`src/rtl/branch_resolver.sv`:
```
// Execute-stage branch resolver: turns ALU ZCNV flags plus funct3 into a taken
// decision, a registered fetch redirect and a fixed-length IF/ID flush.
module branch_resolver #(
    parameter int FLUSH_CYCLES = 2,
    parameter int COUNT_W      = 16
) (
    input  logic               clk,
    input  logic               rst,
    input  logic               br_valid,
    output logic               br_ready,
    input  logic               is_jump,
    input  logic [2:0]         funct3,
    input  logic [3:0]         flags,
    input  logic [31:0]        target,
    output logic               redirect_valid,
    output logic [31:0]        redirect_pc,
    output logic               flush,
    output logic               misalign,
    output logic               illegal_br,
    output logic [COUNT_W-1:0] taken_count
);

    typedef enum logic [0:0] {
        ST_IDLE  = 1'b0,
        ST_FLUSH = 1'b1
    } state_t;

    localparam logic [3:0] FLUSH_LOAD = 4'(FLUSH_CYCLES);

    state_t               state_q, state_d;
    logic [3:0]           flush_cnt_q, flush_cnt_d;
    logic                 redirect_valid_q, redirect_valid_d;
    logic [31:0]          redirect_pc_q, redirect_pc_d;
    logic                 flush_q, flush_d;
    logic                 misalign_q, misalign_d;
    logic                 illegal_br_q, illegal_br_d;
    logic [COUNT_W-1:0]   taken_count_q, taken_count_d;

    logic                 cond_s;
    logic                 illegal_s;
    logic [31:0]          eff_target_s;
    logic                 flag_z, flag_c, flag_n, flag_v;

    assign flag_z       = flags[3];
    assign flag_c       = flags[2];
    assign flag_n       = flags[1];
    assign flag_v       = flags[0];
    assign eff_target_s = target & ~32'h0000_0001;

    // Branch condition decode; C=1 means rs1 >= rs2 unsigned
    always_comb begin
        cond_s    = 1'b0;
        illegal_s = 1'b0;
        if (is_jump) begin
            cond_s = 1'b1;
        end else begin
            case (funct3)
                3'b000:         cond_s = flag_z;
                3'b001:         cond_s = ~flag_z;
                3'b100:         cond_s = flag_n ^ flag_v;
                3'b101:         cond_s = ~(flag_n ^ flag_v);
                3'b110:         cond_s = ~flag_c;
                3'b111:         cond_s = flag_c;
                3'b010, 3'b011: illegal_s = 1'b1;
                default:        cond_s = 1'b0;
            endcase
        end
    end

    // Next-state and registered-output computation
    always_comb begin
        state_d          = state_q;
        flush_cnt_d      = flush_cnt_q;
        redirect_valid_d = 1'b0;
        redirect_pc_d    = redirect_pc_q;
        misalign_d       = 1'b0;
        illegal_br_d     = 1'b0;
        taken_count_d    = taken_count_q;
        case (state_q)
            ST_IDLE: begin
                if (br_valid) begin
                    illegal_br_d = illegal_s;
                    if (cond_s && eff_target_s[1]) begin
                        misalign_d = 1'b1;
                    end else if (cond_s) begin
                        redirect_valid_d = 1'b1;
                        redirect_pc_d    = eff_target_s;
                        taken_count_d    = taken_count_q + COUNT_W'(1'b1);
                        state_d          = ST_FLUSH;
                        flush_cnt_d      = FLUSH_LOAD;
                    end else begin
                        state_d = ST_IDLE;
                    end
                end else begin
                    state_d = ST_IDLE;
                end
            end
            ST_FLUSH: begin
                // Last flush cycle when the counter has run down to one
                if (flush_cnt_q <= 4'd1) begin
                    state_d     = ST_IDLE;
                    flush_cnt_d = 4'd0;
                end else begin
                    flush_cnt_d = flush_cnt_q - 4'd1;
                end
            end
            default: begin
                state_d     = ST_IDLE;
                flush_cnt_d = 4'd0;
            end
        endcase
        flush_d = (state_d == ST_FLUSH);
    end

    // State and output registers with synchronous reset
    always_ff @(posedge clk) begin
        if (rst) begin
            state_q          <= ST_IDLE;
            flush_cnt_q      <= 4'd0;
            redirect_valid_q <= 1'b0;
            redirect_pc_q    <= 32'h0000_0000;
            flush_q          <= 1'b0;
            misalign_q       <= 1'b0;
            illegal_br_q     <= 1'b0;
            taken_count_q    <= '0;
        end else begin
            state_q          <= state_d;
            flush_cnt_q      <= flush_cnt_d;
            redirect_valid_q <= redirect_valid_d;
            redirect_pc_q    <= redirect_pc_d;
            flush_q          <= flush_d;
            misalign_q       <= misalign_d;
            illegal_br_q     <= illegal_br_d;
            taken_count_q    <= taken_count_d;
        end
    end

    assign br_ready       = (state_q == ST_IDLE);
    assign redirect_valid = redirect_valid_q;
    assign redirect_pc    = redirect_pc_q;
    assign flush          = flush_q;
    assign misalign       = misalign_q;
    assign illegal_br     = illegal_br_q;
    assign taken_count    = taken_count_q;

endmodule
```
`config.mk`:
```
export PLATFORM = sky130hd
export DESIGN_NAME = branch_resolver
export DESIGN_NICKNAME = d
export VERILOG_FILES = /design/src/rtl/branch_resolver.sv
export SDC_FILE = /design/constraint.sdc
export NUM_CORES = 1
export LEC_CHECK = 0
export ABC_AREA = 1
export CORE_MARGIN = 5
export CORE_UTILIZATION = 40
export CTS_CLUSTER_SIZE = 28
export DETAILED_ROUTE_END_ITERATION = 16
export PLACE_DENSITY = 0.84
export SETUP_SLACK_MARGIN = 0.3
export SYNTH_ARGS = -nofsm -noshare
export SYNTH_HDL_FRONTEND = slang
export SYNTH_SLANG_ARGS = --single-unit
```
`constraint.sdc`:
```
create_clock -name clk -period 1.46 [get_ports clk]
set_input_delay 0.292 -clock clk [delete_from_list [all_inputs] [get_ports clk]]
set_output_delay 0.292 -clock clk [all_outputs]
set_load 0.005 [all_outputs]
```
Word-level counts from Yosys, hierarchy flattened
Cells that the tools add are included.

Bits of input ports: 43. Output and inout bits: 53. Word-level logic and storage cells: 49. Bits in registers: 55.

$lt $le $gt $ge: 1. Muxes and demuxes: 14. Reduce and logical (&&, ||, !) cells: 8. Bitwise logic cells: 7. Add/subtract/negate cells: 2. Eq/ne operators: 10.

Operators with widths (number): 16-bit by 1-bit adder with 16-bit output (second input constant) (1); 4-bit two-way mux (4); 3-bit equality test (second input constant) (4); 4-bit case mux with 2 select lines (1); 1-bit two-way mux (7); 3-bit by 2-bit equality test with 1-bit output (second input constant) (2); 1-bit inverter (6); 1-bit case mux with 6 select lines (1); 4-bit by 1-bit less-or-equal comparator with 1-bit output (second input constant) (1); 2-bit != test (second input constant) (2); 4-bit AND reduction (1); 2-bit OR reduction (2); 4-bit OR reduction (1); 4-bit by 1-bit subtractor with 4-bit output (second input constant) (1); 3-bit by 1-bit equality test with 1-bit output (second input constant) (1); 3-bit zero test (1); 3-bit AND reduction (1); 3-bit OR reduction (1); 2-bit by 1-bit != test with 1-bit output (second input constant) (1); 1-bit case mux with 2 select lines (1); 1-bit logical AND (1); 1-bit bitwise XOR (1).

Logic depth before layout (Yosys ltp)
Depth after elaboration: 8. Depth in mapped cells: 12. Gate-level depth less buffers: 10.

Worst setup path before layout
Ideal clock, no wire load.

Path kind: reg2reg. From: register taken_count_q[0] (netlist: taken_count[0]). To: register taken_count_q[14] (netlist: taken_count[14]). Period minus slack after synthesis: 1.396 ns. Required time: 1.326 ns. Arrival time: 1.263 ns. Stages on the path, launching flop included: 9. Library setup time: 0.134 ns. Path buffers: 0. Path slack: 0.064 ns. Cell sequence: dfxtp_1 -> ha_1 -> nand3_1 -> nor2_1 -> nand3_1 -> nand2_1 -> nand2_1 -> nand4_1 -> a21oi_1.

Longest elaborated chain between the ends: 1.

RTL lines: from (decl) (RTL line 37) `logic [COUNT_W-1:0] taken_count_q, taken_count_d;`; from (signal assigned) (RTL line 134) `taken_count_q <= taken_count_d;`; 16-bit by 1-bit adder with 16-bit output (RTL line 88) `taken_count_d = taken_count_q + COUNT_W'(1'b1);`.

Every way passes these cells. A chain may end at the register's enable or synchronous reset.

Worst setup path after layout
From: input port funct3[1]. To: register redirect_pc_q[28] (netlist: redirect_pc[28]).

Longest elaborated chain between the ends: 6. Elaborated cells on any way between the ends: 11. Those cells by class: eq/ne: 5; mux: 2; bitwise: 1; reduce/logical: 3.

RTL lines: from (decl) (RTL line 12) `input logic [2:0] funct3,`; 3-bit equality test (tied with other cells) (RTL line 57) `case (funct3)`; 1-bit case mux with 6 select lines * (RTL line 57); 1-bit two-way mux * (RTL line 54) `if (is_jump) begin`; 1-bit logical AND (RTL line 83) `if (cond_s && eff_target_s[1]) begin`; 1-bit inverter (no line); 4-bit AND reduction (no line) *; to (signal assigned) (RTL line 130) `redirect_pc_q <= redirect_pc_d;`; to (decl) (RTL line 33) `logic [31:0] redirect_pc_q, redirect_pc_d;`.

Mark *: on every way between the ends. The rest lies on a longest branch, timed or not.

==> impl_metrics.ini <==
[layout]
stdcell_area_sq_um = 5000
area_growth_syn_to_layout_pct = 95.8
final_common_cell = buf_4
fill_cells = 351
diodes = 0
finalNetCount = 554
stdcell_count = 586
drive_gt1_frac = 0.650
final_cell_mix = buf_4, nand2_1, dfxtp_2

[clock_network]
clockBufferDepth = 2
cts_hold_buffers = 0
clkTransAtPathRegs_ns = 0.11
root_buffer = clkbuf_8
h-tree-depth = 2
cts_made_buffers = 5
clkSinkCount = 55
cts_tree = done
clk_latency_ns = 0.31

[critical_path]
r2r_slack_ns = -0.03
r2r_start = taken_count[7]$_SDFFE_PP0P_
path_max_fanout = 8
rr_worst_depth = 7
worstPathRequired_ns = 1.69
critPathMaxStageDelay_ns = 0.25
critPathKind = in -> reg
cp_slowest_cell = and2_4
worst_setup_path_end_kind = register
cp-start-kind = input port
timing.rr.end = taken_count[15]$_SDFFE_PP0P_
cp_cell_sequence = buf_6 -> buf_12 -> nor2_4 -> nand2_2 -> nor2_2 -> nor2_2 -> nand3_2 -> buf_6 -> and2_4 -> buf_12 -> nand3_1 -> a21oi_1
arrival_ns = 1.82

[die]
die-area_sq_um = 8090
io_pins = 96
initial_core_util = 0.407
die_width_um = 89.9
rows = 29
coreArea_sq_um = 6280
die_h_um = 89.9

[grt]
antenna_found_initial = 0
grt_pass1_vias = 3264
grt_max_degree = 28
grt.overflow.total = 0
grt.total_usage = 0.244
grt_pass1_wl_mm = 16.5

[pwr]
p_leak_nw = 2.06
seq_power_share = 0.468
fin_total_pwr_mw = 3.35
combPwrFrac = 0.269
powerDensity_nw_per_um2 = 670
netSwitchingPower_mw = 1.02
clockPowerShare = 0.263
vdd_drop_max_uv = 576
p_int_mw = 2.33
swShare = 0.305

[route]
firstDrtPassIters = 5
wire_per_inst_um = 21.1
ant_nets = 0
viasPerCell = 5.83
drc = 0
wl_mm = 12.4
vias = 3415
initialDrtViolationCount = 339

[yosys]
yosys_warnings = 0
ys_types = 25
ys_ff_latch = 55
synthCells = 345
syn_area_sq_um = 2550
synth_nets = 391
avgSynthCellArea_sq_um = 7.41
ys_seq_area_frac = 0.431

[sta]
setup-violations-final = 31
setup_slack_ns = -0.127
layout_min_cycle_time_ns = 1.59
skew_ns = 0.00765
finalMaxSlewViolations = 0
period_share = 1.09
hold_viol_final = 0
max_freq_mhz = 630
rsz0062_at_grt = yes

[outcome]
violations = negative setup slack
outcome = finished, violations left

[placement]
dpl.hpwl_mm = 5.55
place_congestion = 0.843
dp_slack_ns = -0.622
dp.cells = 511
post_dp_cell_area_sq_um = 3760
port_buffers = 93

[flow_run]
max_cap_violations = 0

[hold_path]
min_to = illegal_br$_SDFF_PP0_
min_path_type = in -> reg
min_from = is_jump
worstHoldPathCells = 2
-- power by group through the flow --
stage / combinational, mW / sequential (mW) / clock [mW]
floorplan: 0.264 / 1.61 / 0
global placement: 0.551 / 1.61 / 0
detailed placement: 0.562 / 1.61 / 0
CTS: 0.762 / 1.56 / 0.860
global route: 0.944 / 1.57 / 0.929
finish: 0.901 / 1.57 / 0.883
-- synth_stat cells, drive strengths merged --
cell	n	area (sq um)
a21oi	52	275
and2	1	8.76
buf	14	118
clkbuf	8	30.0
clkinv	2	7.51
conb	1	3.75
dfxtp	55	1100
ha	3	37.5
inv	17	63.8
nand2	84	315
nand3	52	278
nand4	10	62.6
nor2	25	93.8
nor4	1	6.26
o21ai	5	25.0
or2	1	6.26
xnor2	10	87.6
xor2	4	35.0
-- how the worst max path moves through the flow --
stage              start                           end  slack [ns]
6_report       funct3[1]  redirect_pc[28]$_SDFFE_PP0P_       -0.13
5_1_grt        funct3[1]  redirect_pc[28]$_SDFFE_PP0P_       -0.24
4_1_cts        funct3[1]  redirect_pc[21]$_SDFFE_PP0P_      -0.006
3_5_place_dp   funct3[2]   redirect_pc[9]$_SDFFE_PP0P_       -0.62
3_3_place_gp   funct3[2]  taken_count[10]$_SDFFE_PP0P_       -0.52
2_1_floorplan  funct3[2]  taken_count[10]$_SDFFE_PP0P_        0.17
-- per-stage QoR --
step	hold WS [ns]	util	TNS, ns
final	0.276	0.797	-1.23
after global routing	0.285	0.797	-5.48
after global placement	0.432	0.599	-26.18
after detailed placement	0.443	0.599	-29.80
after CTS	0.267	0.750	-0.0267
after floorplan	0.369	-	0
-- layout make-up --
cell class / count / area (sq um) / area share
multi-input cells: 249 / 1850 / 0.371
repair buffers: 178 / 1670 / 0.333
flip-flops and latches: 55 / 1200 / 0.240
inverters: 19 / 101 / 0.0203
well taps: 77 / 96.3 / 0.0193
clock buffers: 6 / 72.6 / 0.0145
clock inverters: 2 / 12.5 / 0.00250
-- per-layer routing --
metal / vias up / share of wire / GRT usage
met2: 231 / 0.49 / 0.428
met4: 0 / 0.061 / 0.127
met5: - / 0 / 0
met1: 1635 / 0.38 / 0.280
li1: 1470 / - / -
met3: 79 / 0.069 / 0.0459
-- registers in the layout (all words and copies together), names as in the netlist --
register        count
redirect_pc        31
taken_count        16
flush_cnt_q         4
flush               1
illegal_br          1
misalign            1
redirect_valid      1
-- cell families (layout without fill, tap and decap cells) --
family,Yosys count,after routing,share of synthesized area
xor+xnor,14,14,0.0480
compound gates,57,57,0.118
fa+ha+maj,3,3,0.0147
other cells,1,1,0.00147
flops,55,55,0.431
buf+inv,41,205,0.0857
simple gates,174,174,0.302
-- repair_timing --
action / in CTS / in global routing
endpoints found under the setup margin: 106 / 95
pin swaps: 35 / 29
buffers inserted: 44 / 16
resized for setup: 311 / 114
cloned: 5 / 2
-- critical path, delay by kind of cell --
| kind | cells | cell delay, ns |
|---|---|---|
| AO/OA/AOI/OAI | 1 | 0.23 |
| AND/OR/NAND/NOR | 7 | 0.79 |
| buffers and inverters | 4 | 0.52 |
Note: power is estimated with default switching activity, not from simulation.
